File: src/rtl/sprite_render_pipe_if.sv
// Bus between the sprite renderer and its surroundings (dtg, game logic, ROM, colour mux).
// No latency of its own: a plain bundle of wires.
// No flow control: every signal is valid on every clock.
interface sprite_render_pipe_if #(
    parameter int COORD_W = 10,
    parameter int ADDR_W  = 11,
    parameter int COLOR_W = 12
);
    logic               frame_start;
    logic               enable;
    logic               mirror;
    logic [COORD_W-1:0] car_x;
    logic [COORD_W-1:0] car_y;
    logic [COORD_W-1:0] pix_row;
    logic [COORD_W-1:0] pix_col;
    logic [ADDR_W-1:0]  rom_addr;
    logic [COLOR_W-1:0] rom_data;
    logic               other_valid;
    logic [COLOR_W-1:0] pix_out;
    logic               pix_valid;
    logic               collide;

    // Environment side: drives the frame controls, pixel scan, ROM data and the other layer.
    modport master (
        output frame_start, enable, mirror, car_x, car_y, pix_row, pix_col,
        output rom_data, other_valid,
        input  rom_addr, pix_out, pix_valid, collide
    );

    // Renderer side.
    modport slave (
        input  frame_start, enable, mirror, car_x, car_y, pix_row, pix_col,
        input  rom_data, other_valid,
        output rom_addr, pix_out, pix_valid, collide
    );
endinterface

File: src/rtl/sprite_render_pipe.sv
// Maps the scanned pixel into a sprite ROM; outputs keyed colour, opaque flag and per-frame collision.
// Latency: pix_row/pix_col to pix_out/pix_valid is 3+ROM_LAT clocks; rom_addr is 2 clocks after the pixel.
// No backpressure: one pixel accepted and one produced every clock.
module sprite_render_pipe #(
    parameter int                 SPR_W     = 32,
    parameter int                 SPR_H     = 64,
    parameter int                 ADDR_W    = 11,
    parameter int                 COLOR_W   = 12,
    parameter int                 COORD_W   = 10,
    parameter int                 ROM_LAT   = 1,
    parameter logic [COLOR_W-1:0] KEY_COLOR = '0
) (
    input  logic                  clk,
    input  logic                  reset,
    sprite_render_pipe_if.slave   bus
);
    localparam int XW = $clog2(SPR_W);
    localparam int YW = $clog2(SPR_H);
    localparam logic [COORD_W-1:0] W_LIM = COORD_W'(SPR_W);
    localparam logic [COORD_W-1:0] H_LIM = COORD_W'(SPR_H);
    localparam logic [XW-1:0]      X_MAX = XW'(SPR_W - 1);

    // Shadow copies of the per-frame controls
    logic [COORD_W-1:0] sx, sy;
    logic               sen, smir;

    // Stage 1
    logic [COORD_W-1:0] dx_c, dy_c;
    logic [XW-1:0]      s1_dx;
    logic [YW-1:0]      s1_dy;
    logic               s1_inbox, s1_mir;

    // Stage 2 and ROM-latency alignment
    logic [XW-1:0]      xi_c;
    logic [ADDR_W-1:0]  rom_addr_r;
    logic               s2_inbox;
    logic [ROM_LAT-1:0] inbox_dly;

    // Output stage and collision
    logic               hit_c;
    logic [COLOR_W-1:0] pix_out_r;
    logic               pix_valid_r;
    logic               sticky, collide_r;

    assign dx_c  = bus.pix_col - sx;
    assign dy_c  = bus.pix_row - sy;
    // Mirror is carried with the pixel so an in-flight pixel keeps the old frame's flip.
    assign xi_c  = s1_mir ? (X_MAX - s1_dx) : s1_dx;
    assign hit_c = inbox_dly[ROM_LAT-1] && (bus.rom_data != KEY_COLOR);

    // Latch position/enable/mirror once per frame so mid-frame moves cannot tear the sprite.
    always_ff @(posedge clk or posedge reset) begin
        if (reset) begin
            sx   <= '0;
            sy   <= '0;
            sen  <= 1'b0;
            smir <= 1'b0;
        end else if (bus.frame_start) begin
            sx   <= bus.car_x;
            sy   <= bus.car_y;
            sen  <= bus.enable;
            smir <= bus.mirror;
        end
    end

    // Offset into the sprite box; pixels left of/above the box wrap large and fail the unsigned compare.
    always_ff @(posedge clk or posedge reset) begin
        if (reset) begin
            s1_dx    <= '0;
            s1_dy    <= '0;
            s1_inbox <= 1'b0;
            s1_mir   <= 1'b0;
        end else begin
            s1_dx    <= dx_c[XW-1:0];
            s1_dy    <= dy_c[YW-1:0];
            s1_inbox <= sen && (dx_c < W_LIM) && (dy_c < H_LIM);
            s1_mir   <= smir;
        end
    end

    // Form the ROM address; it is held when outside the box so the ROM sees no needless toggling.
    always_ff @(posedge clk or posedge reset) begin
        if (reset) begin
            rom_addr_r <= '0;
            s2_inbox   <= 1'b0;
        end else begin
            s2_inbox <= s1_inbox;
            if (s1_inbox) begin
                rom_addr_r <= {s1_dy, xi_c};
            end
        end
    end

    // Delay the in-box flag by the ROM latency so it lines up with rom_data.
    always_ff @(posedge clk or posedge reset) begin
        if (reset) begin
            inbox_dly <= '0;
        end else begin
            inbox_dly[0] <= s2_inbox;
            for (int i = 1; i < ROM_LAT; i++) begin
                inbox_dly[i] <= inbox_dly[i-1];
            end
        end
    end

    // Apply the transparency key and register the final pixel.
    always_ff @(posedge clk or posedge reset) begin
        if (reset) begin
            pix_out_r   <= '0;
            pix_valid_r <= 1'b0;
        end else begin
            pix_out_r   <= hit_c ? bus.rom_data : '0;
            pix_valid_r <= hit_c;
        end
    end

    // Accumulate overlap over a frame and publish it at the next frame_start, including that cycle.
    always_ff @(posedge clk or posedge reset) begin
        if (reset) begin
            sticky    <= 1'b0;
            collide_r <= 1'b0;
        end else if (bus.frame_start) begin
            collide_r <= sticky | (pix_valid_r && bus.other_valid);
            sticky    <= 1'b0;
        end else if (pix_valid_r && bus.other_valid) begin
            sticky <= 1'b1;
        end
    end

    assign bus.rom_addr  = rom_addr_r;
    assign bus.pix_out   = pix_out_r;
    assign bus.pix_valid = pix_valid_r;
    assign bus.collide   = collide_r;
endmodule

File: src/flat_wrapper.sv
// flat-port wrapper written by rule: the top's interface ports become plain ports
module sprite_render_pipe_flat 
#(
    parameter int                 SPR_W     = 32,
    parameter int                 SPR_H     = 64,
    parameter int                 ADDR_W    = 11,
    parameter int                 COLOR_W   = 12,
    parameter int                 COORD_W   = 10,
    parameter int                 ROM_LAT   = 1,
    parameter logic [COLOR_W-1:0] KEY_COLOR = '0
)
  (clk, reset, bus_frame_start, bus_enable, bus_mirror, bus_car_x, bus_car_y, bus_pix_row, bus_pix_col, bus_rom_data, bus_other_valid, bus_rom_addr, bus_pix_out, bus_pix_valid, bus_collide);
  sprite_render_pipe_if #(.COORD_W(COORD_W), .ADDR_W(ADDR_W), .COLOR_W(COLOR_W)) bus_i ();
  input  logic clk;
  input  logic reset;
  input wire logic [$bits(bus_i.frame_start)-1:0] bus_frame_start;
  input wire logic [$bits(bus_i.enable)-1:0] bus_enable;
  input wire logic [$bits(bus_i.mirror)-1:0] bus_mirror;
  input wire logic [$bits(bus_i.car_x)-1:0] bus_car_x;
  input wire logic [$bits(bus_i.car_y)-1:0] bus_car_y;
  input wire logic [$bits(bus_i.pix_row)-1:0] bus_pix_row;
  input wire logic [$bits(bus_i.pix_col)-1:0] bus_pix_col;
  input wire logic [$bits(bus_i.rom_data)-1:0] bus_rom_data;
  input wire logic [$bits(bus_i.other_valid)-1:0] bus_other_valid;
  output wire logic [$bits(bus_i.rom_addr)-1:0] bus_rom_addr;
  output wire logic [$bits(bus_i.pix_out)-1:0] bus_pix_out;
  output wire logic [$bits(bus_i.pix_valid)-1:0] bus_pix_valid;
  output wire logic [$bits(bus_i.collide)-1:0] bus_collide;
  assign bus_i.frame_start = bus_frame_start;
  assign bus_i.enable = bus_enable;
  assign bus_i.mirror = bus_mirror;
  assign bus_i.car_x = bus_car_x;
  assign bus_i.car_y = bus_car_y;
  assign bus_i.pix_row = bus_pix_row;
  assign bus_i.pix_col = bus_pix_col;
  assign bus_i.rom_data = bus_rom_data;
  assign bus_i.other_valid = bus_other_valid;
  assign bus_rom_addr = bus_i.rom_addr;
  assign bus_pix_out = bus_i.pix_out;
  assign bus_pix_valid = bus_i.pix_valid;
  assign bus_collide = bus_i.collide;
  sprite_render_pipe #(.SPR_W(SPR_W), .SPR_H(SPR_H), .ADDR_W(ADDR_W), .COLOR_W(COLOR_W), .COORD_W(COORD_W), .ROM_LAT(ROM_LAT), .KEY_COLOR(KEY_COLOR)) u_core (.clk(clk), .reset(reset), .bus(bus_i));
endmodule
File: config.mk
export PLATFORM = sky130hd
export DESIGN_NAME = sprite_render_pipe_flat
export DESIGN_NICKNAME = d
export VERILOG_FILES = /design/src/rtl/sprite_render_pipe_if.sv /design/src/rtl/sprite_render_pipe.sv /design/src/flat_wrapper.sv
export SDC_FILE = /design/constraint.sdc
export NUM_CORES = 1
export LEC_CHECK = 0
export ABC_AREA = 1
export ABC_CLOCK_PERIOD_IN_PS = 2200
export CAP_MARGIN = 20
export CELL_PAD_IN_SITES_DETAIL_PLACEMENT = 1
export CELL_PAD_IN_SITES_GLOBAL_PLACEMENT = 2
export CORE_MARGIN = 3
export CORE_UTILIZATION = 29
export CTS_BUF_LIST = sky130_fd_sc_hd__clkbuf_4
export DETAILED_ROUTE_END_ITERATION = 12
export PLACE_DENSITY = 0.79
export SLEW_MARGIN = 15
export SYNTH_ARGS = -nofsm -noshare
export SYNTH_HDL_FRONTEND = slang
export SYNTH_SLANG_ARGS = --single-unit
File: constraint.sdc
create_clock -name clk -period 2.2 [get_ports clk]
set_input_delay 0.44 -clock clk [delete_from_list [all_inputs] [get_ports clk]]
set_output_delay 0.44 -clock clk [all_outputs]
set_load 0.05 [all_outputs]
==> impl_metrics.toml, run 1 <==
[outcome]
status = "finished clean"

[logic_synthesis]
syn_avg_cell_area_um2 = 8.28
syn_inst = 392
synth.top_cell.area_share = 0.486
ys_seq_elements = 63
synth_area_leaders = "dfrtp_1 49%, nand2_1 14%, inv_1 8.8%"
synth_nets = 470
syn_area_um2 = 3250
synth_area_leader_cell = "dfrtp_1"
yosys_warnings = 0
ys_seq_area_frac = 0.486
synthDistinctLibCells = 24

[worst_setup_path]
critPathCaptureType = "primary output"
worstSetupPathType = "register to primary output"
rrSetupSlack_ps = 290
worstRegToRegCells = 10
required_ps = 1760
cp-start-kind = "register"
cp_num_buf_inv = 1
reg2reg_to = "u_core.s1_inbox"
crit_path_max_incr_delay_ps = 840
crit_fanout = 2
crit_chain = "clkdlybuf4s50_1"
crit_family = "buffers and inverters"
crit_arrival_ps = 1620
r2r-start = "u_core.sy[0]"
crit_slowest_cell = "clkdlybuf4s50_1"

[cells_and_area]
drive_gt1_frac = 0.0974
area_growth_syn_to_layout_pct = 36.3
multi_input_area_um2 = 1350
final_nets = 566
final_core_util = 0.417
regArea_um2 = 1580
antenna_cells = 0
nFillCells = 1312
final_cells = 629

[global_routing]
globalRouteOverflowTotal = 0
grt_usage = 0.129
grt_pass1_vias = 2786
antenna_found_initial = 0
grt_first_pass_wirelength_um = 13200
grt_max_degree = 64

[die]
dieWidth_um = 112
io_pins = 83
start_util = 0.306
fp.coreArea_um2 = 10600
std_cell_rows = 37
die_area_um2 = 12500
dieHeight_um = 112

[timing]
tightest_slew_ps = 538
maxSlewViolCount = 0
finalClockSkew_ps = 12.9
rsz0062_at_grt = "no"
slew_headroom = 0.640
fmax_mhz = 486
hold_violations = 0
finalCritPeriodShare = 0.935
period_needed_ps = 2060
setup_viol = 0

[pwr]
pwr-share-seq = 0.462
power_per_cell_area_nw_per_um2 = 650
share_comb_of_total_power = 0.299
p_sw_mw = 0.986
finalPower_mw = 2.87
p_leak_nw = 2.28
p_clk_frac = 0.239
switching_share = 0.343
p_int_mw = 1.89
irDropWorstVdd_v = 0.000192

[cts]
htreeDepth = 3
path_clk_slew_ps = 120
tritoncts = "yes"
clk_latency_ps = 400
clockRootBuffer = "clkbuf_4"
ctsLongestPathBuffers = 2
cts_resized = 0
ctsHoldBuffers = 0
cts.sinks = 63
post_cts_buffers = 0
numCtsBuffers = 9

[drt]
first_pass_iters = 4
wl_per_cell_um = 12.4
antenna_left = 0
drtIter0Drc = 55
postRouteWirelength_um = 7820
avgViaCountPerCell = 4.30
vias = 2706
drc_errors = 0

[place]
io_buffers = 82
place_hpwl_um = 6130
place_inst = 613
place_congestion = 0.766

[run]
drv_cap = 0

[hold_path]
min_to = "u_core.inbox_dly"
hp-class = "register to register"
min_path_cells = 0
min_from = "u_core.s2_inbox"
## final cells by class
type | instances | share of cell area
Multi-Input combinational cell | 245 | 0.306
Sequential cell | 63 | 0.356
Tap cell | 136 | 0.0385
Inverter | 77 | 0.0653
Clock inverter | 6 | 0.00849
Clock buffer | 10 | 0.0170
Timing Repair Buffer | 92 | 0.208
## through the flow
step | hold WS [ps] | area, um2 | TNS (ps) | setup WS, ps
after global routing | 401 | 4420 | 0 | 20.0
after CTS | 376 | 4420 | 0 | 92.7
after floorplan | 331 | 3250 | 0 | 190
final | 374 | 4420 | 0 | 142
after detailed placement | 350 | 4310 | -286 | -286
after global placement | 332 | 4310 | -218 | -218
## per-layer routing
| layer | share of wire | wire (um) | up-vias | GRT usage |
|---|---|---|---|---|
| met5 | 0 | 0 | - | 0 |
| met4 | 0.012 | 95 | 0 | 0.0365 |
| met3 | 0.048 | 379 | 9 | 0.0266 |
| met2 | 0.45 | 3500 | 70 | 0.202 |
| met1 | 0.49 | 3840 | 1245 | 0.182 |
| li1 | - | - | 1382 | - |
## how the worst max path moves through the flow
| stage | slack, ps | endpoint | from | cells after the start |
|---|---|---|---|---|
| 4_1_cts | 90 | bus_collide | u_core.bus.collide | 1 |
| 6_report | 140 | bus_collide | u_core.bus.collide | 1 |
| 3_5_place_dp | -290 | u_core.s1_inbox | bus_pix_row[0] | 12 |
| 5_1_grt | 20 | u_core.s1_inbox | bus_pix_row[0] | 12 |
| 3_3_place_gp | -220 | u_core.s1_inbox | bus_pix_row[0] | 12 |
| 2_1_floorplan | 190 | u_core.bus.collide | reset | 1 |
## sequential cells by signal, indices dropped and copies added (netlist names)
register              flops
u_core.s1_mir             1
u_core.bus.collide        1
u_core.s1_dy              6
u_core.smir               1
u_core.bus.pix_out       12
u_core.s1_inbox           1
u_core.sen                1
u_core.inbox_dly          1
u_core.sticky             1
u_core.sy                10
u_core.s1_dx              5
u_core.s2_inbox           1
u_core.bus.rom_addr      11
u_core.bus.pix_valid      1
u_core.sx                10
## cells by family after synthesis
| group | after synthesis | synth area share |
|---|---|---|
| xor+xnor | 14 | 0.0378 |
| simple gates | 172 | 0.224 |
| compound gates | 33 | 0.0520 |
| fa+ha+maj | 20 | 0.0817 |
| flops | 63 | 0.486 |
| mux | 6 | 0.0208 |
| buf+inv | 84 | 0.0979 |
## synthesized netlist by cell type
master    instances
a21oi_1          10
a21oi_2           1
buf_2             2
clkbuf_1          5
dfrtp_1          63
fa_1              2
ha_1             18
inv_1            76
inv_2             1
mux2_2            6
nand2_1         118
nand2_2           4
nand2_4           1
nand3_1          10
nand3_2           2
nand3b_1          2
nand4_1           4
nor2_1           24
nor2_2            4
nor3_2            1
nor4_1            2
o21ai_0          22
xnor2_1           9
xor2_1            5
## layout by cell type (no fill, tap or decap), types with 3 or more instances in the layout
master | synthesis | routed
ha_1 | 18 | 18
buf_4 | 0 | 8
mux2_2 | 6 | 6
clkdlybuf4s50_1 | 0 | 82
clkbuf_4 | 0 | 10
clkinvlp_4 | 0 | 3
nor2_1 | 24 | 24
a21oi_1 | 10 | 10
inv_1 | 76 | 75
nor2_2 | 4 | 4
xor2_1 | 5 | 5
nand2_2 | 4 | 5
nand3_1 | 10 | 10
dfrtp_1 | 63 | 63
clkinv_2 | 0 | 3
o21ai_0 | 22 | 22
nand4_1 | 4 | 4
nand2_1 | 118 | 117
xnor2_1 | 9 | 9
## power by group through the flow
stage | sequential, mW | combinational (mW) | clock (mW)
floorplan | 1.45 | 0.445 | 0
global placement | 1.35 | 0.854 | 0
detailed placement | 1.35 | 0.873 | 0
CTS | 1.33 | 0.877 | 0.734
global route | 1.35 | 0.971 | 0.775
finish | 1.33 | 0.859 | 0.686
Power figures use the tool's default switching activity.
==> run 2, diff against run 1 <==
--- a/config.mk
+++ b/config.mk
@@ -15,7 +15,7 @@
 export CTS_BUF_LIST = sky130_fd_sc_hd__clkbuf_4
 export DETAILED_ROUTE_END_ITERATION = 12
 export PLACE_DENSITY = 0.79
-export SLEW_MARGIN = 15
+export SLEW_MARGIN = 20
 export SYNTH_ARGS = -nofsm -noshare
 export SYNTH_HDL_FRONTEND = slang
 export SYNTH_SLANG_ARGS = --single-unit
==> results of run 2 <==
No change in the layout: final DEF, timing and power equal those of run 1.
==> run 3, diff against run 2 <==
--- a/config.mk
+++ b/config.mk
@@ -14,7 +14,7 @@
 export CORE_UTILIZATION = 29
 export CTS_BUF_LIST = sky130_fd_sc_hd__clkbuf_4
 export DETAILED_ROUTE_END_ITERATION = 12
-export PLACE_DENSITY = 0.79
+export PLACE_DENSITY_LB_ADDON = 0.1
 export SLEW_MARGIN = 20
 export SYNTH_ARGS = -nofsm -noshare
 export SYNTH_HDL_FRONTEND = slang
==> run 3 against run 2 <==
Net effect: worst hold slack got worse by 13 ps; cell count rose by 0.32%; flip-flop and latch count unchanged; clock skew grew 3.5 ps; first-iteration DRC count up 1.8%; global-route usage is 0.45 points higher.
==> impl_metrics.toml, run 3 (synthesis results as in run 1) <==
[cells_and_area]
regArea_um2 = 1580
nFillCells = 1314
multi_input_area_um2 = 1350
area_growth_syn_to_layout_pct = 37.9
final_nets = 568
fin_area_um2 = 4480
antenna_cells = 0
largest_reg_flops = 12
layout_commonest_cell = "nand2_1"
layout_common_cells = "118 x nand2_1, 82 x clkdlybuf4s50_1, 75 x inv_1"
drive_gt1_frac = 0.0990

[die]
std_cell_rows = 37
start_util = 0.306
io_pins = 83
fp.coreArea_um2 = 10600
die_area_um2 = 12500
dieWidth_um = 112
dieHeight_um = 112

[worst_setup_path]
crit_fanout = 2
cp-start-kind = "register"
required_ps = 1760
crit_path_max_incr_delay_ps = 830
crit_family = "buffers and inverters"
crit_chain = "clkdlybuf4s50_1"
crit_slowest_cell = "clkdlybuf4s50_1"
critPathCaptureType = "primary output"
cp_num_buf_inv = 1
worstSetupPathType = "register to primary output"
crit_arrival_ps = 1590

[drt]
antenna_left = 0
wl_per_cell_um = 12.7
drtIter0Drc = 56
vias = 2686
first_pass_iters = 4
postRouteWirelength_um = 8030
drc_errors = 0
avgViaCountPerCell = 4.26

[place]
place_hpwl_um = 6280
io_buffers = 82
place_congestion = 0.751
postPlaceCellArea_um2 = 4310

[pwr]
p_leak_nw = 2.31
irDropWorstVdd_v = 0.000262
power_per_cell_area_nw_per_um2 = 698

[global_routing]
grt_pass1_vias = 2924
antenna_found_initial = 0
grt_first_pass_wirelength_um = 13900
grt_usage = 0.134
grt_max_degree = 64
globalRouteOverflowTotal = 0

[timing]
maxSlewViolCount = 0
period_needed_ps = 2030
finalClockSkew_ps = 16.4
tightest_slew_ps = 539
slew_headroom = 0.640
hold_violations = 0
rsz0062_at_grt = "no"
whs_ps = 362
setup_viol = 0
finalCritPeriodShare = 0.923
fmax_mhz = 493

[cts]
path_clk_slew_ps = 110
numCtsBuffers = 9
ctsLongestPathBuffers = 2
htreeDepth = 3
clk_latency_ps = 400
cts_resized = 0
ctsHoldBuffers = 0
tritoncts = "yes"
clockRootBuffer = "clkbuf_4"
post_cts_buffers = 0
cts.sinks = 63

[hold_path]
hp-class = "register to register"

[outcome]
status = "finished clean"

[run]
drv_cap = 0
run 3: layout make-up:
cell class	count	share of cell area
Inverter	77	0.0646
Multi-Input combinational cell	245	0.302
Clock inverter	7	0.0215
Sequential cell	63	0.352
Timing Repair Buffer	94	0.206
Tap cell	136	0.0380
Clock buffer	9	0.0151
run 3: worst paths after layout:
kind                            cells past startpoint               start  slack [ps]               end
worst min-delay path                                0     u_core.s2_inbox         360  u_core.inbox_dly
min in group asynchronous                           3               reset         420      u_core.sy[1]
max in group asynchronous                           3               reset        1500      u_core.sy[8]
worst max-delay path                                1  u_core.bus.collide         170       bus_collide
worst max register to register                     11        u_core.sx[0]         350   u_core.s1_inbox
worst min register to register                      0     u_core.s2_inbox         360  u_core.inbox_dly
run 3: report_power, final:
part / switching [mW] / total, mW / internal (mW)
clock network: 0.473 / 0.936 / 0.463
registers: 0.0520 / 1.33 / 1.28
logic: 0.488 / 0.860 / 0.372
run 3: per-layer routing:
| layer | routed length (um) | part of all wire | vias up | global-route usage |
|---|---|---|---|---|
| li1 | - | - | 1386 | - |
| met1 | 3930 | 0.49 | 1232 | 0.176 |
| met2 | 3610 | 0.45 | 59 | 0.222 |
| met3 | 372 | 0.046 | 9 | 0.0255 |
| met4 | 110 | 0.014 | 0 | 0.0438 |
| met5 | 0 | 0 | - | 0 |
run 3: stage by stage:
stage	worst slack, ps	power, mW	setup TNS [ps]	util	instances
floorplan	190	1.90	0	-	392
global placement	-233	2.21	-233	0.407	615
detailed placement	-292	2.23	-299	0.407	615
CTS	131	3.19	0	0.422	631
global route	39.0	3.34	0	0.422	631
finish	170	3.13	0	0.422	631
run 3: worst reg2reg max path: stages, from the launching register on:
cell and delay (ps):
dfrtp_1 400, ha_1 220, fa_1 410, inv_1 100, nand3_1 70, nand2_1 100, nand2_1 70, nand3_1 70
nand2_1 50, nor2_1 70, nand2_1 70, nor3_2 170
